## config.mk

```make
export PLATFORM = sky130hd
export DESIGN_NAME = rr_grant_ctrl_flat
export DESIGN_NICKNAME = d
export VERILOG_FILES = /design/src/rtl/rr_grant_ctrl_if.sv /design/src/rtl/rr_grant_ctrl.sv /design/src/flat_wrapper.sv
export SDC_FILE = /design/constraint.sdc
export NUM_CORES = 1
export LEC_CHECK = 0
export ABC_CLOCK_PERIOD_IN_PS = 5500
export BUFFER_PORTS_ARGS = -buffer_cell sky130_fd_sc_hd__buf_2
export CORE_ASPECT_RATIO = 1.75
export CORE_UTILIZATION = 60
export CTS_CLUSTER_DIAMETER = 80
export DETAILED_ROUTE_END_ITERATION = 16
export PLACE_DENSITY = 0.83
export SYNTH_ARGS = -nofsm -noshare
export SYNTH_HDL_FRONTEND = slang
export SYNTH_SLANG_ARGS = --single-unit
```

## constraint.sdc

```tcl
create_clock -name clk -period 5.5 [get_ports clk]
set_clock_uncertainty 0.1 [all_clocks]
set_input_delay 0.55 -clock clk [delete_from_list [all_inputs] [get_ports clk]]
set_output_delay 0.55 -clock clk [all_outputs]
set_load 0.01 [all_outputs]
```

## src/rtl/rr_grant_ctrl_if.sv

```systemverilog
// Request/grant bundle between the requesting units and rr_grant_ctrl.
// master: requester side (drives req/done); slave: the arbiter.
interface rr_grant_ctrl_if;
  logic [7:0] req;
  logic       done;
  logic [7:0] grant;
  logic [2:0] grantIdx;
  logic       grantValid;
  logic       timeoutFlag;

  modport master (
    output req,
    output done,
    input  grant,
    input  grantIdx,
    input  grantValid,
    input  timeoutFlag
  );

  modport slave (
    input  req,
    input  done,
    output grant,
    output grantIdx,
    output grantValid,
    output timeoutFlag
  );
endinterface

```

## src/rtl/rr_grant_ctrl.sv

```systemverilog
// Round-robin arbiter for 8 requesters: registered one-hot grant plus
// encoded index, held until the owner pulses done or drops its request.
// Optional macro ARB_TIMEOUT_EN: revoke a grant held for MAX_HOLD cycles
// and pulse timeoutFlag; without it timeoutFlag is constant 0.
module rr_grant_ctrl #(
  parameter int unsigned MAX_HOLD = 15
) (
  input logic          clk,
  input logic          rst,
  rr_grant_ctrl_if.slave bus
);

  localparam int unsigned NREQ = 8;
  localparam int unsigned IDXW = 3;
  localparam int unsigned CNTW = 8;

  typedef enum logic {IDLE, BUSY} state_e;

  // Elaboration-time guard on the hold limit.
  if (MAX_HOLD < 1 || MAX_HOLD > 255) begin : g_bad_max_hold
    $error("rr_grant_ctrl: MAX_HOLD must be in 1..255");
  end

  state_e            state_q;
  logic [NREQ-1:0]   grant_q;
  logic [IDXW-1:0]   idx_q;
  logic [IDXW-1:0]   ptr_q;
  logic              valid_q;
  logic              tflag_q;
`ifdef ARB_TIMEOUT_EN
  logic [CNTW-1:0]   hold_q;
`endif

  logic [IDXW-1:0]   sel_c;
  logic              any_req_c;
  logic              release_c;

  // Wrap-around priority scan starting at ptr_q; first set request wins.
  always_comb begin
    sel_c     = '0;
    any_req_c = 1'b0;
    for (int i = 0; i < NREQ; i++) begin
      if (!any_req_c && bus.req[ptr_q + IDXW'(i)]) begin
        sel_c     = ptr_q + IDXW'(i);
        any_req_c = 1'b1;
      end
    end
  end

  // Owner finished (done) or withdrew its request.
  always_comb begin
    release_c = bus.done | ~bus.req[idx_q];
  end

  // Arbitration FSM with registered grant outputs.
  always_ff @(posedge clk or posedge rst) begin
    if (rst) begin
      state_q <= IDLE;
      grant_q <= '0;
      idx_q   <= '0;
      ptr_q   <= '0;
      valid_q <= 1'b0;
      tflag_q <= 1'b0;
`ifdef ARB_TIMEOUT_EN
      hold_q  <= '0;
`endif
    end else begin
      tflag_q <= 1'b0;
      case (state_q)
        IDLE: begin
          if (any_req_c) begin
            state_q <= BUSY;
            grant_q <= NREQ'(1) << sel_c;
            idx_q   <= sel_c;
            valid_q <= 1'b1;
            ptr_q   <= sel_c + IDXW'(1);
`ifdef ARB_TIMEOUT_EN
            hold_q  <= '0;
`endif
          end
        end
        BUSY: begin
          if (release_c) begin
            state_q <= IDLE;
            grant_q <= '0;
            idx_q   <= '0;
            valid_q <= 1'b0;
          end
`ifdef ARB_TIMEOUT_EN
          // Normal release above wins; otherwise revoke at the hold limit.
          else if (hold_q == CNTW'(MAX_HOLD - 1)) begin
            state_q <= IDLE;
            grant_q <= '0;
            idx_q   <= '0;
            valid_q <= 1'b0;
            tflag_q <= 1'b1;
          end else begin
            hold_q  <= hold_q + CNTW'(1);
          end
`endif
        end
        default: state_q <= IDLE;
      endcase
    end
  end

  assign bus.grant       = grant_q;
  assign bus.grantIdx    = idx_q;
  assign bus.grantValid  = valid_q;
  assign bus.timeoutFlag = tflag_q;

endmodule

```

## src/flat_wrapper.sv

```systemverilog
// flat-port wrapper written by rule: the top's interface ports become plain ports
module rr_grant_ctrl_flat 
#(
  parameter int unsigned MAX_HOLD = 15
)
  (clk, rst, bus_req, bus_done, bus_grant, bus_grantIdx, bus_grantValid, bus_timeoutFlag);
  rr_grant_ctrl_if bus_i ();
  input logic clk;
  input logic rst;
  input wire logic [$bits(bus_i.req)-1:0] bus_req;
  input wire logic [$bits(bus_i.done)-1:0] bus_done;
  output wire logic [$bits(bus_i.grant)-1:0] bus_grant;
  output wire logic [$bits(bus_i.grantIdx)-1:0] bus_grantIdx;
  output wire logic [$bits(bus_i.grantValid)-1:0] bus_grantValid;
  output wire logic [$bits(bus_i.timeoutFlag)-1:0] bus_timeoutFlag;
  assign bus_i.req = bus_req;
  assign bus_i.done = bus_done;
  assign bus_grant = bus_i.grant;
  assign bus_grantIdx = bus_i.grantIdx;
  assign bus_grantValid = bus_i.grantValid;
  assign bus_timeoutFlag = bus_i.timeoutFlag;
  rr_grant_ctrl #(.MAX_HOLD(MAX_HOLD)) u_core (.clk(clk), .rst(rst), .bus(bus_i));
endmodule
```

==> flow_metrics.py <==
metrics = {
    "run_status": {
        "status": "finished, final reports clean",
    },
    "clock_tree": {
        "numCtsBuffers": 3,
        "cts_num_sinks": 16,
        "cts.clk_slew.worst_paths_ns": 0.06,
        "clock_latency_ns": 0.25,
        "tritoncts": "yes",
        "cts_max_level": 1,
        "ctsResizeCount": 0,
        "postCtsSetupBuffers": 0,
        "clockBufferDepth": 2,
        "root_buffer": "clkbuf_8",
        "holdBufCountCts": 0,
    },
    "sta": {
        "max_freq_mhz": 213,
        "relSlewSlack": 0.559,
        "setup_viol": 0,
        "worst_pin_slew_ns": 0.661,
        "hold_viol": 0,
        "finalCritPeriodShare": 0.856,
        "slew_viol_final": 0,
        "rsz0062_at_grt": "no",
        "fin_crit_ns": 4.71,
        "setup_tns_ns": 0,
    },
    "setup_path": {
        "slowest_delay_ns": 0.76,
        "end_kind": "flip-flop",
        "worstRegToRegCells": 13,
        "arrival_ns": 4.72,
        "crit_start": "u_core.ptr_q[1]",
        "cp_common_cell": "ha_1",
        "r2r-end": "u_core.ptr_q[2]",
        "worst-setup-path-type": "reg -> reg",
        "crit_chain": "inv_1 > ha_1 > mux4_1 > mux2i_2 > or3b_1 > o211ai_1 > o211ai_2 > a2bb2oi_4 > inv_2 > ha_1 > ha_1 > nand2_1 > o21ai_0",
        "critPathMaxFanout": 19,
        "required_ns": 5.51,
        "r2r_slack_ns": 0.79,
        "critPathSlowestCell": "dfrtp_1",
        "worstSetupEndpoint": "u_core.ptr_q[2]",
        "worst_setup_path_start_kind": "flip-flop",
        "timing.rr.start": "u_core.ptr_q[1]",
    },
    "synth": {
        "ys.flop_type": "dfrtp_1",
        "synth_edf_count": 0,
        "syn_inst": 179,
        "ys_seq_elements": 16,
        "synth_top_cells_by_area": "dfrtp_1, mux4_2, ha_1",
        "yosys_warnings": 0,
        "synth_nets": 197,
        "async_flop_share": 1.00,
        "synth_top_area_frac": 0.221,
        "synth_top_cell_by_area": "dfrtp_1",
        "seq_area_frac_synth": 0.221,
        "synthDistinctLibCells": 60,
        "avgSynthCellArea_um2": 10.1,
        "syn_area_um2": 1810,
    },
    "die": {
        "core_area_um2": 2900,
        "num_rows": 26,
        "initial_utilization": 0.626,
        "die_y_um": 74.7,
        "die_w_um": 43.5,
        "ios": 24,
        "dieArea_um2": 3250,
    },
    "detailed_routing": {
        "via_per_inst": 7.01,
        "post-route-drc-count": 0,
        "drt_iter0_drc": 83,
        "ant_nets": 0,
        "routed_wl_um": 4700,
        "drtPass1Iterations": 4,
        "wire_per_inst_um": 21.0,
        "num_vias": 1571,
    },
    "placement": {
        "io_buffers": 22,
        "dpl.hpwl_um": 3750,
        "routabilityCongestion": 0.916,
    },
    "grt": {
        "grt.total_usage": 0.322,
        "grt_pass1_wl_um": 7560,
        "grt_use_met3": 0.0288,
        "grt_overflow_total": 0,
        "busiest_layer": "met2",
        "grt_max_degree": 20,
        "grt_pass1_vias": 1587,
        "grtUsageMet1": 0.330,
        "use_met2": 0.587,
        "antenna_found_initial": 0,
    },
    "layout": {
        "diodes": 0,
        "fillers": 218,
        "layout_common_cells": "nand2_1, buf_2, dfrtp_1",
        "mostFrequentLayoutCell": "nand2_1",
        "area_growth_pct": 7.73,
        "fin_nets": 215,
        "drive_above_1_share": 0.321,
    },
    "job": {
        "maxCapViolations": 0,
    },
    "min_path": {
        "hp-class": "in -> async",
    },
}
[worst min-delay path by stage]
stage | slack, ns | startpoint | endpoint
after floorplan | 0.36 | rst | u_core.bus.grantIdx[0]
after global placement | 0.36 | u_core.bus.grant[2] | u_core.bus.grant[2]
after detailed placement | 0.38 | u_core.bus.grant[0] | u_core.bus.grant[0]
after CTS | 0.26 | rst | u_core.bus.grantIdx[2]
after global routing | 0.31 | rst | u_core.state_q
final | 0.25 | rst | u_core.bus.grantIdx[2]
[Yosys cell counts, drive strengths merged (2+ instances only)]
library cell	instances
a21oi	4
ha	7
clkbuf	2
a311oi	3
nand2b	9
nand2	24
nor3	2
o211ai	3
xor2	3
mux2	8
dfrtp	16
nand3	2
buf	7
nor4b	2
mux4	14
mux2i	7
a32o	3
nor3b	3
nor2	6
and3b	2
o21ai	14
o32a	2
inv	14
[sequential cells by signal (all words and copies together), names as in the netlist]
name / flops
u_core.bus.grantValid: 1
u_core.state_q: 1
u_core.bus.grantIdx: 3
u_core.ptr_q: 3
u_core.bus.grant: 8
[kinds of logic (layout without fill, tap and decap cells)]
family                   after synthesis  count (layout)  synth area share
multiplexers                          29              29             0.269
XOR/XNOR                               4               4            0.0235
other                                  1               1           0.00207
AND/OR/NAND/NOR                       57              57             0.182
buffers and inverters                 23              40            0.0622
AO/OA/AOI/OAI                         42              42             0.193
flip-flops                            16              16             0.221
adder cells (fa/ha/maj)                7               7            0.0483
[area by class of cell]
| type | count | area (um2) | area share |
|---|---|---|---|
| Clock buffer | 4 | 55.1 | 0.0282 |
| Inverter | 14 | 52.6 | 0.0269 |
| Multi-Input combinational cell | 140 | 1300 | 0.665 |
| Sequential cell | 16 | 400 | 0.205 |
| Tap cell | 28 | 35.0 | 0.0179 |
| Timing Repair Buffer | 22 | 110 | 0.0564 |
[worst max-delay path, delay by kind of cell, from the launching register on]
| kind | cells | cell delay, ns |
|---|---|---|
| mux | 2 | 1.18 |
| fa+ha+maj | 3 | 1.15 |
| flops | 1 | 0.76 |
| compound gates | 4 | 0.60 |
| simple gates | 2 | 0.45 |
| buf+inv | 2 | 0.31 |
[through the flow]
step	std cells	setup WS [ns]	hold WS, ns	utilization	cell area, um2
after floorplan	179	1.74	0.364	-	1810
after global placement	220	1.07	0.360	0.655	1900
after detailed placement	220	0.853	0.376	0.655	1900
after CTS	224	0.800	0.263	0.674	1950
after global routing	224	0.460	0.311	0.674	1950
final	224	0.794	0.250	0.674	1950
[metal layers]
metal,part of all wire,vias up
met5,0,-
met4,0.065,0
met3,0.041,26
met2,0.55,72
met1,0.34,762
li1,-,711
Power is not shown: default switching activity piles up to over one toggle a cycle in this logic, so the estimate is an artifact.
